## src/rtl/mw_add_seq.sv

```systemverilog
// Multi-word adder sequencer: feeds an external 16-bit adder one slice per clock,
// rippling the carry through a register and collecting the NSLICE*16-bit result.
module mw_add_seq #(
  parameter int NSLICE = 4
) (
  input  logic                   clk,
  input  logic                   reset,
  input  logic                   start,
  input  logic [NSLICE*16-1:0]   a_in,
  input  logic [NSLICE*16-1:0]   b_in,
  input  logic                   cin,
  output logic [15:0]            add_a,
  output logic [15:0]            add_b,
  output logic                   add_cin,
  input  logic [15:0]            add_sum,
  input  logic                   add_cout,
  output logic [NSLICE*16-1:0]   sum_out,
  output logic                   cout,
  output logic                   ovf,
  output logic                   busy,
  output logic                   done
);

  localparam int W  = NSLICE * 16;
  localparam int KW = (NSLICE > 1) ? $clog2(NSLICE) : 1;
  localparam logic [KW-1:0] K_LAST = KW'(NSLICE - 1);

  typedef enum logic [1:0] {
    IDLE = 2'd0,
    ADD  = 2'd1,
    DONE = 2'd2
  } state_t;

  state_t          state_q, state_d;
  logic [KW-1:0]   k_q, k_d;
  logic            carry_q, carry_d;
  logic [W-1:0]    a_q, a_d;
  logic [W-1:0]    b_q, b_d;
  logic [W-1:0]    sum_q, sum_d;
  logic            cout_q, cout_d;
  logic            ovf_q, ovf_d;
  logic            busy_q, busy_d;
  logic            done_q, done_d;
  logic [KW+3:0]   ofs_s;

  // Bit offset of the active slice: k * 16.
  assign ofs_s = {k_q, 4'b0000};

  // Drive the external adder with the active slice; quiet zeros outside ADD.
  always_comb begin
    add_a   = 16'h0000;
    add_b   = 16'h0000;
    add_cin = 1'b0;
    if (state_q == ADD) begin
      add_a   = a_q[ofs_s +: 16];
      add_b   = b_q[ofs_s +: 16];
      add_cin = carry_q;
    end else begin
      add_a   = 16'h0000;
      add_b   = 16'h0000;
      add_cin = 1'b0;
    end
  end

  // Next-state and datapath update.
  always_comb begin
    state_d = state_q;
    k_d     = k_q;
    carry_d = carry_q;
    a_d     = a_q;
    b_d     = b_q;
    sum_d   = sum_q;
    cout_d  = cout_q;
    ovf_d   = ovf_q;
    case (state_q)
      IDLE: begin
        if (start) begin
          a_d     = a_in;
          b_d     = b_in;
          carry_d = cin;
          k_d     = {KW{1'b0}};
          state_d = ADD;
        end else begin
          state_d = IDLE;
        end
      end
      ADD: begin
        sum_d[ofs_s +: 16] = add_sum;
        carry_d            = add_cout;
        if (k_q == K_LAST) begin
          state_d = DONE;
          cout_d  = add_cout;
          // Signed overflow: operands agree in sign, result sign differs.
          ovf_d   = (a_q[W-1] == b_q[W-1]) && (add_sum[15] != a_q[W-1]);
        end else begin
          k_d     = k_q + KW'(1);
          state_d = ADD;
        end
      end
      DONE: begin
        state_d = IDLE;
      end
      default: begin
        state_d = IDLE;
      end
    endcase
    busy_d = (state_d == ADD);
    done_d = (state_d == DONE);
  end

  // State and datapath registers with synchronous reset.
  always_ff @(posedge clk) begin
    if (reset) begin
      state_q <= IDLE;
      k_q     <= {KW{1'b0}};
      carry_q <= 1'b0;
      a_q     <= {W{1'b0}};
      b_q     <= {W{1'b0}};
      sum_q   <= {W{1'b0}};
      cout_q  <= 1'b0;
      ovf_q   <= 1'b0;
      busy_q  <= 1'b0;
      done_q  <= 1'b0;
    end else begin
      state_q <= state_d;
      k_q     <= k_d;
      carry_q <= carry_d;
      a_q     <= a_d;
      b_q     <= b_d;
      sum_q   <= sum_d;
      cout_q  <= cout_d;
      ovf_q   <= ovf_d;
      busy_q  <= busy_d;
      done_q  <= done_d;
    end
  end

  assign sum_out = sum_q;
  assign cout    = cout_q;
  assign ovf     = ovf_q;
  assign busy    = busy_q;
  assign done    = done_q;

endmodule

```

## config.mk

```make
export PLATFORM = sky130hd
export DESIGN_NAME = mw_add_seq
export DESIGN_NICKNAME = d
export VERILOG_FILES = /design/src/rtl/mw_add_seq.sv
export SDC_FILE = /design/constraint.sdc
export NUM_CORES = 1
export LEC_CHECK = 0
export ABC_AREA = 1
export CELL_PAD_IN_SITES_DETAIL_PLACEMENT = 1
export CELL_PAD_IN_SITES_GLOBAL_PLACEMENT = 1
export CORE_AREA = 8 8 163 181
export CTS_CLUSTER_DIAMETER = 200
export DETAILED_ROUTE_END_ITERATION = 10
export DIE_AREA = 0 0 171 189
export HOLD_SLACK_MARGIN = 0.06
export PLACE_DENSITY_LB_ADDON = 0.08
export SLEW_MARGIN = 10
export SYNTH_ARGS = -nofsm -noshare
export SYNTH_HDL_FRONTEND = slang
export SYNTH_SLANG_ARGS = --single-unit
```

## constraint.sdc

```tcl
create_clock -name clk -period 2.1 [get_ports clk]
set_input_delay 0.21 -clock clk [delete_from_list [all_inputs] [get_ports clk]]
set_output_delay 0.21 -clock clk [all_outputs]
set_load 0.02 [all_outputs]
```

==> results of run 1 <==
==> sequential cells by signal, summed over array words and instances, names as in the netlist <==
name and flops:
ovf 1, state_q 2, carry_q 1, b_q 64
a_q 64, busy 1, sum_out 64, cout 1
done 1, k_q 2
==> layout make-up <==
class	count	area (um2)
multi-input combinational	896	3989
timing repair buffer	281	2790
tap	357	446.7
inverter	32	127.6
sequential	201	4029
fill	3305	14300
clock buffer	34	699.4
clock inverter	9	105.1
==> repair_timing <==
| action | in CTS | in global routing |
|---|---|---|
| hold buffers | 0 | 0 |
| gates cloned | 1 | 1 |
| pin swaps | 1 | 6 |
| buffers inserted | 0 | 2 |
| setup endpoints to repair | 32 | 19 |
| endpoints found under the hold margin | 0 | 0 |
| gates resized for setup | 123 | 26 |
==> through the flow <==
stage	hold slack (ps)	setup TNS [ps]	setup WS [ps]
2_1_floorplan	313.1	0	250.0
3_3_place_gp	451.7	0	159.3
3_5_place_dp	456.6	0	141.2
4_1_cts	198.9	-47.66	-18.86
5_1_grt	228.9	-46.67	-46.67
6_report	201.1	0	41.19
==> worst max-delay path by stage <==
stage / start / end / slack [ps] / cells past startpoint
2_1_floorplan: k_q[0] / sum_out[58] / 250 / 10
3_3_place_gp: k_q[0] / add_a[11] / 160 / 6
3_5_place_dp: k_q[0] / add_a[11] / 140 / 6
4_1_cts: k_q[0] / add_b[9] / -20 / 6
5_1_grt: k_q[0] / add_a[10] / -50 / 6
6_report: k_q[0] / add_a[10] / 40 / 5
==> cells in the mapped netlist (5+ instances only) <==
cell,n,share of area
inv_1,26,0.011
o21ai_1,17,0.0099
buf_2,40,0.023
clkbuf_1,31,0.014
buf_4,6,0.0052
nor2_4,5,0.0065
a21oi_1,83,0.048
ha_1,6,0.0087
o21ai_0,191,0.11
nor2_1,437,0.19
nor3_2,9,0.010
dfxtp_1,201,0.47
nand2_1,110,0.048
buf_6,9,0.012
nand3_1,6,0.0035
nor3_1,22,0.013
==> cells by family (layout without fill, tap and decap cells) <==
group | count (synthesis) | count (layout) | synth area share
compound gates | 294 | 294 | 0.1721
fa+ha+maj | 6 | 6 | 0.008733
buf+inv | 122 | 356 | 0.06987
flops | 201 | 201 | 0.4681
simple gates | 596 | 596 | 0.2812
==> cell usage in the layout, fill, tap and decap left out, types with 2 or more instances in the layout <==
cell type	count
o21ai_1	24
nor2_4	5
clkinv_2	4
buf_4	23
nand3_4	3
clkdlybuf4s50_1	215
dfxtp_1	199
bufinv_16	2
inv_4	3
ha_1	6
o21ai_0	184
buf_2	26
o211ai_1	2
nor2_1	437
a21oi_2	2
nand2_1	110
clkbuf_8	4
a21oi_1	81
nand3_1	6
inv_1	26
nor3_2	9
inv_2	2
buf_12	13
nor3_1	22
clkbuf_16	26
clkbuf_1	5
nand2_4	2
==> critical path: stages (launching register included) <==
cell,delay (ps)
dfxtp_4,440
inv_2,110
buf_12,170
o21ai_0,230
a21oi_1,100
clkdlybuf4s15_2,280
==> metal layers <==
layer  vias to the layer above  track usage  routed length [um]
met2                       189       0.3326               15350
met4                         2      0.04687                 649
met5                         -            0                  13
li1                       4344            -                   -
met3                        43      0.03562                1698
met1                      4042       0.2320               13790
==> power by group through the flow <==
stage	clock network, mW	registers, mW	logic [mW]
4_1_cts	4.34	4.18	1.64
3_5_place_dp	0	4.26	1.65
6_report	4.21	4.18	1.63
5_1_grt	4.49	4.21	1.81
3_3_place_gp	0	4.26	1.62
2_1_floorplan	0	4.25	0.888
==> summary.txt, run 1 <==
Setup path
  – Reg2Reg Setup Slack: between 150 and 200 ps
  – Worst setup SP type: flop
  – Worst Path Max Fanout: 24
  – RR Startpoint: k_q[0]
  – Kind of end point of the critical path: primary output
  – Worst EP required: 1890 ps
  – Worst path arrival time: 1850 ps
  – Critical path class: reg -> out
  – Register-to-Register Path Depth: 8
  – R2r endpoint: sum_out[62]

STA
  – Setup-failing EPs final: 0
  – Tightest Pin Transition: ~590 ps
  – Fmax achieved: a little under 0.5 GHz
  – Rel. slew slack: 0.6039
  – Final Cycle Share: 0.9804
  – Final Hold Viols: 0
  – Unrepaired setup endpoints after global routing: true
  – Crit path time final: 2059 ps
  – Final Skew: about 9 ps
  – Pins over their slew limit: 0

Layout
  – Final #Nets: 1591
  – Share of the core filled with cells: 0.4601
  – ANT cells: 0
  – Finished Layout Cells: approximately 1800
  – Design area: around 12000 um2
  – Share of layout cells above drive strength 1: 0.09222
  – Area Overhead vs Synth: 41.78%

Yosys
  – Primary FF master, synth: dfxtp_1
  – EDFF count, synth: 0
  – Netlist cell types: 25
  – Async SR Flop Fraction: 0
  – Flops & latches, synth: 201
  – Synth Instances: roughly 1200
  – Avg Synthesized Cell Area: between 7 and 8 um2
  – Syn nets: 1374
  – Cell area after synthesis: approximately 8600 um2
  – Post-synthesis sequential area ratio: 0.4681
  – Synthesis warning total: 0

Power and ir drop
  – Leak Pwr: between 4 and 5 nW
  – Power density cells: 821.9 nW/um2
  – Switching share of power: 0.2693
  – NetSw: around 2.7 mW
  – Clock share of power: 0.420
  – Comb pwr share: 0.162
  – Cell internal pwr: around 7.3 mW
  – Sequential share of power: 0.418
  – Maximum VDD drop: slightly above 500 uV
  – Pwr Total: ~10 mW

Outcome
  – Status: finished clean

Worst hold path
  – Cell count of the worst hold path: 4
  – Hold endpoint: k_q[0]
  – Hold Path Class: in -> reg
  – Hold path startpoint: reset

Die
  – Cell Rows: 63
  – Die X: 171 um
  – Die H: roughly 190 um
  – Die area: around 32000 um2
  – Initial Util: 0.3245
  – Boundary Pins: 250
  – Core area: roughly 26000 um2

Global routing
  – Residual overflow from global routing: 0
  – Initial antenna violation count: 1
  – Gr usage total: 0.1888
  – Pin count of the biggest net entering global routing: 87
  – First-pass GRT wire length: 48720 um
  – Vias in the first global route: about 9000

Detailed routing
  – Per-cell routed wire length: 17.40 um
  – Number of routed nets with antenna violations: 0
  – Iter 0 DRT Violations: about 400
  – Drt pass-1 iters: 5
  – Final wirelength: around 31000 um
  – Vias per Instance: around 4.8
  – DRC: 0
  – Via count: ~8600

Placed design
  – Post-DP Area: ~11000 um2
  – Inst Count DP: 1763
  – Input/output buffers: around 250
  – DP HPWL: between 20000 and 25000 um
  – RePlAce Congestion: ~0.85

CTS
  – TritonCTS clock tree: built
  – Clock sinks: 201
  – Num CTS Buffers: 24
  – Clock buffer depth: 3
  – CTS H-tree lvls: 1
  – Root Driver: clkbuf_16
  – Worst-Skew Late Latency: slightly above 500 ps
  – Reg clk slew, reported paths: 60 ps

Flow run
  – # Max-Cap Violations: 0
No activity file was read; power rests on OpenSTA's default activity.
==> inputs of run 2 (changes only) <==
==> config.mk (replaced) <==
export PLATFORM = sky130hd
export DESIGN_NAME = mw_add_seq
export DESIGN_NICKNAME = d
export VERILOG_FILES = /design/src/rtl/mw_add_seq.sv
export SDC_FILE = /design/constraint.sdc
export NUM_CORES = 1
export LEC_CHECK = 0
export CELL_PAD_IN_SITES_DETAIL_PLACEMENT = 1
export CELL_PAD_IN_SITES_GLOBAL_PLACEMENT = 1
export CORE_AREA = 8 8 158 174
export CTS_CLUSTER_DIAMETER = 200
export DETAILED_ROUTE_END_ITERATION = 10
export DIE_AREA = 0 0 166 182
export HOLD_SLACK_MARGIN = 0.06
export PLACE_DENSITY_LB_ADDON = 0.08
export SLEW_MARGIN = 25
export SYNTH_ARGS = -nofsm -noshare
export SYNTH_HDL_FRONTEND = slang
export SYNTH_SLANG_ARGS = --single-unit
==> run 2 against run 1 <==
Net effect: via count decreased by 14%; hold slack gained 45 ps; the run now ends with setup timing left; non-clock buffer count rose by 3; fmax down 2.9%; highest routed layer unchanged; core utilization grew 2.8 points; sequential power down 3%; combinational power down 28%; synthesized cell count decreased by 23%; wire length down 11%; power fell by 9.2%; critical path type unchanged; global-route usage is 0.62 points lower; clock power down 8.3%.
==> summary.txt, run 2 <==
Setup path
  – Worst setup SP type: flop
  – CP bufs+invs: 2
  – CP max-delay cell: mux4_2
  – CP delay by family, top: multiplexers
  – CP Cell Sequence: buf_12, mux4_2, nor2b_1, buf_4
  – Worst path arrival time: between 1500 and 2000 ps
  – Kind of end point of the critical path: primary output
  – Largest stage delay on the critical path: between 400 and 500 ps
  – Worst EP required: 1890 ps
  – Critical path class: reg -> out
  – Worst Path Max Fanout: 7

CTS
  – Clock buffer depth: 3
  – TritonCTS clock tree: built
  – Worst-Skew Late Latency: roughly 500 ps
  – Reg clk slew, reported paths: about 60 ps
  – CTS H-tree lvls: 1
  – Num CTS Buffers: 23
  – Clock sinks: 201
  – Root Driver: clkbuf_16

Yosys
  – Netlist cell types: 32
  – Post-synthesis sequential area ratio: 0.4910
  – Most common cell in the netlist: nand2_1
  – Flops & latches, synth: roughly 200
  – Async SR Flop Fraction: 0
  – Most instantiated cells after synthesis: 306 x nand2_1, 201 x dfxtp_1, 179 x a21oi_1
  – Synth Instances: 940
  – Cell area after synthesis: 8195 um2
  – Synthesis warning total: 0
  – Cell taking the most area after synthesis: dfxtp_1
  – Avg Synthesized Cell Area: between 8 and 9 um2
  – Primary FF master, synth: dfxtp_1
  – EDFF count, synth: 0
  – Yosys top cell area share: 0.4910
  – Syn nets: between 1000 and 1500
  – Area contributors post-synth: dfxtp_1 49%, nand2_1 14%, a21oi_1 11%

Global routing
  – Pin count of the biggest net entering global routing: 100
  – Vias in the first global route: just under 8000
  – Initial antenna violation count: 6
  – First-pass GRT wire length: between 40000 and 50000 um
  – Gr usage total: 0.1827
  – Residual overflow from global routing: 0

Die
  – Die H: about 180 um
  – Cell Rows: 60
  – Core area: 24400 um2
  – Boundary Pins: 250
  – Initial Util: 0.3359
  – Die area: 30210 um2
  – Die X: 166 um

STA
  – Crit path time final: 2120 ps
  – Final Hold Viols: 0
  – Setup ws final: -20.16 ps
  – Hold Worst Slack: around 250 ps
  – Rel. slew slack: 0.6549
  – Tightest Pin Transition: about 520 ps
  – Setup_tns: -64.30 ps
  – Final Skew: 9.810 ps
  – Setup-failing EPs final: 8
  – Pins over their slew limit: 0
  – Fmax achieved: 0.4717 GHz
  – Final Cycle Share: 1.010
  – Unrepaired setup endpoints after global routing: true

Detailed routing
  – DRC: 0
  – Number of routed nets with antenna violations: 0
  – Final wirelength: ~28000 um
  – Per-cell routed wire length: around 19 um
  – Drt pass-1 iters: 4
  – Via count: about 7400
  – Iter 0 DRT Violations: between 300 and 400
  – Vias per Instance: approximately 5

Layout
  – Area Overhead vs Synth: 45.19%
  – Design area: roughly 12000 um2
  – Final #Nets: 1325
  – Filler cells: 2800
  – Commonest non-fill, non-tap cell in the layout: nand2_1
  – Share of layout cells above drive strength 1: 0.1454
  – Sequential Area: approximately 4000 um2
  – ANT cells: 0
  – Multi-input gate area: 3862 um2
  – Finished Layout Cells: 1493
  – Commonest cells after routing, fill and taps aside: 306 x nand2_1, 215 x clkdlybuf4s50_1, 199 x dfxtp_1

Placed design
  – Post-DP Area: between 10000 and 15000 um2
  – Inst Count DP: around 1400
  – Input/output buffers: roughly 250
  – DP HPWL: between 15000 and 20000 um
  – RePlAce Congestion: roughly 0.75

Outcome
  – Status: finished with violations
  – Failing checks: setup timing

Flow run
  – # Max-Cap Violations: 0

Worst hold path
  – Hold Path Class: in -> reg

Power and ir drop
  – Maximum VDD drop: approximately 540 uV
  – Leak Pwr: approximately 4.3 nW
  – Power density cells: between 700 and 800 nW/um2
run 2: what timing repair did:
item / in CTS / in global routing
setup endpoints to repair: 33 / 97
resized for setup: 155 / 55
cloned: 2 / 1
hold buffers: 1 / 0
endpoints found under the hold margin: 22 / 0
buffers inserted: 3 / 4
run 2: path summary, 6_finish.rpt:
path                     from  cells after the start           to  slack (ps)
setup / recovery       k_q[0]                      4     add_b[2]         -20
hold / removal       b_in[48]                      3      b_q[48]         250
setup reg to reg       k_q[0]                      8  sum_out[52]         140
hold reg to reg   sum_out[63]                      2  sum_out[63]         450
run 2: kinds of logic after synthesis:
group	share of synthesized area
flip-flops	0.4910
AO/OA/AOI/OAI	0.1366
adder cells (fa/ha/maj)	0.009160
AND/OR/NAND/NOR	0.2231
buffers and inverters	0.05099
multiplexers	0.08916
run 2: worst min-delay path, stage by stage:
cell             delay, ps
clkdlybuf4s50_1        400
nand2_1                 50
a21oi_1                 50
run 2: cell type report:
type / instances / area share
well taps: 310 / 0.03260
flip-flops and latches: 201 / 0.3388
repair buffers: 284 / 0.2422
multi-input cells: 655 / 0.3246
inverters: 5 / 0.001577
clock inverters: 5 / 0.004522
clock buffers: 33 / 0.05573
run 2: metal layers:
layer | global-route usage | wire [um] | vias up
met3 | 0.05987 | 2204 | 47
li1 | - | - | 3645
met1 | 0.2204 | 11920 | 3530
met2 | 0.3112 | 13450 | 199
met5 | 0 | 81 | -
met4 | 0.04185 | 507 | 12
run 2: power by group:
| part | total, mW | internal (mW) | switching, mW | leakage [nW] |
|---|---|---|---|---|
| logic | 1.17 | 0.612 | 0.557 | 2.31 |
| clock network | 3.86 | 2.30 | 1.56 | 0.356 |
| registers | 4.07 | 3.98 | 0.0913 | 1.64 |
| total | 9.10 | 6.89 | 2.21 | 4.30 |
run 2: through the flow:
stage	utilization	worst slack [ps]	total power, mW
3_3_place_gp	0.4509	91.57	5.274
2_1_floorplan	-	4.167	4.718
3_5_place_dp	0.4509	60.79	5.296
6_report	0.4877	-20.16	9.096
4_1_cts	0.4802	-127.8	9.225
5_1_grt	0.4877	-76.62	9.521
==> inputs of run 3 (changes only) <==
--- a/config.mk
+++ b/config.mk
@@ -13,6 +13,7 @@
 export DIE_AREA = 0 0 166 182
 export HOLD_SLACK_MARGIN = 0.06
 export PLACE_DENSITY_LB_ADDON = 0.08
+export SETUP_SLACK_MARGIN = 0.2
 export SLEW_MARGIN = 25
 export SYNTH_ARGS = -nofsm -noshare
 export SYNTH_HDL_FRONTEND = slang
==> run 3 against run 2 <==
Net effect: the run still ends with setup timing left; highest routed layer unchanged; clock skew down 3.7 ps; critical path depth up 1; die area unchanged; global-route usage down 0.52 points; sequential power about the same; sequential share of layout area down 0.95 points; critical endpoint is now add_b[5]; worst setup slack worse by 58 ps; register-to-register slack worse by 80 ps.
==> summary.txt, run 3 (synthesized netlist as in run 2, its figures left out) <==
Layout
  – Commonest cells after routing, fill and taps aside: 306 x nand2_1, 215 x clkdlybuf4s50_1, 199 x dfxtp_1
  – Area Overhead vs Synth: 49.37%
  – Share of the core filled with cells: 0.5017
  – Share of layout cells above drive strength 1: 0.1759
  – Sequential Area: roughly 4000 um2
  – Final #Nets: ~1300
  – Filler cells: 2766
  – Commonest non-fill, non-tap cell in the layout: nand2_1
  – Multi-input gate area: around 3900 um2

CTS
  – Num CTS Buffers: 23
  – TritonCTS clock tree: built
  – Clock buffer depth: 3
  – CTS H-tree lvls: 1
  – Reg clk slew, reported paths: 60 ps
  – Root Driver: clkbuf_16
  – Worst-Skew Late Latency: 490 ps
  – Clock sinks: 201

Setup path
  – Largest stage delay on the critical path: between 400 and 500 ps
  – Worst path arrival time: just under 2000 ps
  – Register-to-Register Path Depth: 11
  – CP max-delay cell: mux4_2
  – CP Cell Sequence: buf_6, buf_16, mux4_2, nor2b_1, buf_2
  – Reg2Reg Setup Slack: approximately 60 ps
  – Worst setup SP type: flop
  – Critical path class: reg -> out
  – CP bufs+invs: 3
  – R2r endpoint: sum_out[51]
  – Worst EP required: about 1900 ps
  – CP delay by family, top: multiplexers
  – Kind of end point of the critical path: primary output
  – RR Startpoint: k_q[0]
  – Worst Path Max Fanout: 6

Worst hold path
  – Hold path startpoint: reset
  – Hold endpoint: sum_out[47]
  – Hold Path Class: in -> reg
  – Cell count of the worst hold path: 3

Global routing
  – Gr usage total: 0.1775
  – Initial antenna violation count: 3
  – Residual overflow from global routing: 0
  – Pin count of the biggest net entering global routing: 108
  – First-pass GRT wire length: ~44000 um
  – Vias in the first global route: between 7000 and 8000

Detailed routing
  – DRC: 0
  – Via count: between 7000 and 8000
  – Number of routed nets with antenna violations: 0
  – Vias per Instance: between 4 and 5
  – Iter 0 DRT Violations: between 300 and 400
  – Per-cell routed wire length: roughly 19 um
  – Final wirelength: roughly 28000 um
  – Drt pass-1 iters: 4

Die
  – Initial Util: 0.3359
  – Boundary Pins: 250
  – Core area: 24400 um2
  – Cell Rows: 60
  – Die area: 30210 um2
  – Die X: 166 um
  – Die H: ~180 um

Power and ir drop
  – Clock share of power: 0.424
  – Leak Pwr: 4.448 nW
  – Sequential share of power: 0.445
  – Power density cells: roughly 750 nW/um2
  – Comb pwr share: 0.131
  – Switching share of power: 0.2422
  – Cell internal pwr: 6.936 mW
  – Pwr Total: around 9.2 mW
  – Maximum VDD drop: ~480 uV
  – NetSw: between 2 and 2.5 mW

STA
  – Fmax achieved: between 0.4 and 0.5 GHz
  – Pins over their slew limit: 0
  – Setup-failing EPs final: 20
  – Rel. slew slack: 0.3932
  – Tightest Pin Transition: between 900 and 1000 ps
  – Setup ws final: -77.88 ps
  – Unrepaired setup endpoints after global routing: true
  – Final Skew: between 6 and 7 ps
  – Final Hold Viols: 0
  – Final Cycle Share: 1.037
  – Crit path time final: 2178 ps

Placed design
  – RePlAce Congestion: between 0.7 and 0.8
  – Input/output buffers: roughly 250
  – DP HPWL: just under 20000 um

Outcome
  – Status: finished with violations
  – Failing checks: setup timing

Flow run
  – # Max-Cap Violations: 0
[run 3: layout make-up]
cell class / count / share of cell area
Clock buffer: 35 / 0.05805
Sequential cell: 201 / 0.3293
Antenna cell: 1 / 0.0002044
Tap cell: 310 / 0.03168
Timing Repair Buffer: 303 / 0.2552
Clock inverter: 6 / 0.002453
Inverter: 5 / 0.002146
Multi-Input combinational cell: 655 / 0.3209
[run 3: routing by layer]
metal	track usage	share of wire	vias to the layer above
met1	0.2105	0.42	3590
met2	0.3105	0.49	184
met5	0	0.00078	-
met3	0.05293	0.067	44
li1	-	-	3693
met4	0.04148	0.020	4
[run 3: power by group through the flow]
stage	registers, mW	clock network (mW)	logic [mW]
6_report	4.07	3.88	1.20
4_1_cts	4.07	4.02	1.19
3_5_place_dp	4.16	0	1.14
3_3_place_gp	4.15	0	1.13
2_1_floorplan	4.15	0	0.579
5_1_grt	4.09	4.18	1.31
[run 3: how the worst max path moves through the flow]
stage | from | to | slack [ps] | depth (start not counted)
6_report | k_q[0] | add_b[5] | -80 | 5
5_1_grt | k_q[0] | add_b[1] | -140 | 5
4_1_cts | k_q[0] | add_a[6] | -130 | 4
3_5_place_dp | k_q[0] | sum_out[14] | -110 | 5
3_3_place_gp | k_q[0] | sum_out[14] | -10 | 5
2_1_floorplan | k_q[0] | sum_out[61] | 150 | 9
[run 3: timing repair]
item | CTS | global route
hold buffers | 0 | 0
buffers inserted | 10 | 8
cloned | 2 | 2
resized for setup | 162 | 61
pin swaps | 4 | 13
endpoints found under the setup margin | 97 | 95
[run 3: worst reg2reg max path, delay by kind of cell (launching register included)]
family,cells,cell delay [ps]
and+or+nand+nor,2,330
adders and majority gates,1,210
AOI/OAI and AO/OA,1,140
DFF,1,390
buffers and inverters,7,910
[run 3: stage by stage]
stage	area, um2	hold WS (ps)	worst slack [ps]	cells	setup TNS (ps)
CTS	11980	240.2	-133.5	1505	-2075
global route	12240	261.5	-141.9	1516	-2609
global placement	11090	437.8	-14.27	1452	-153.9
finish	12240	236.0	-77.88	1516	-746.1
detailed placement	11090	444.9	-109.2	1452	-1545
floorplan	8255	335.8	153.2	940	0
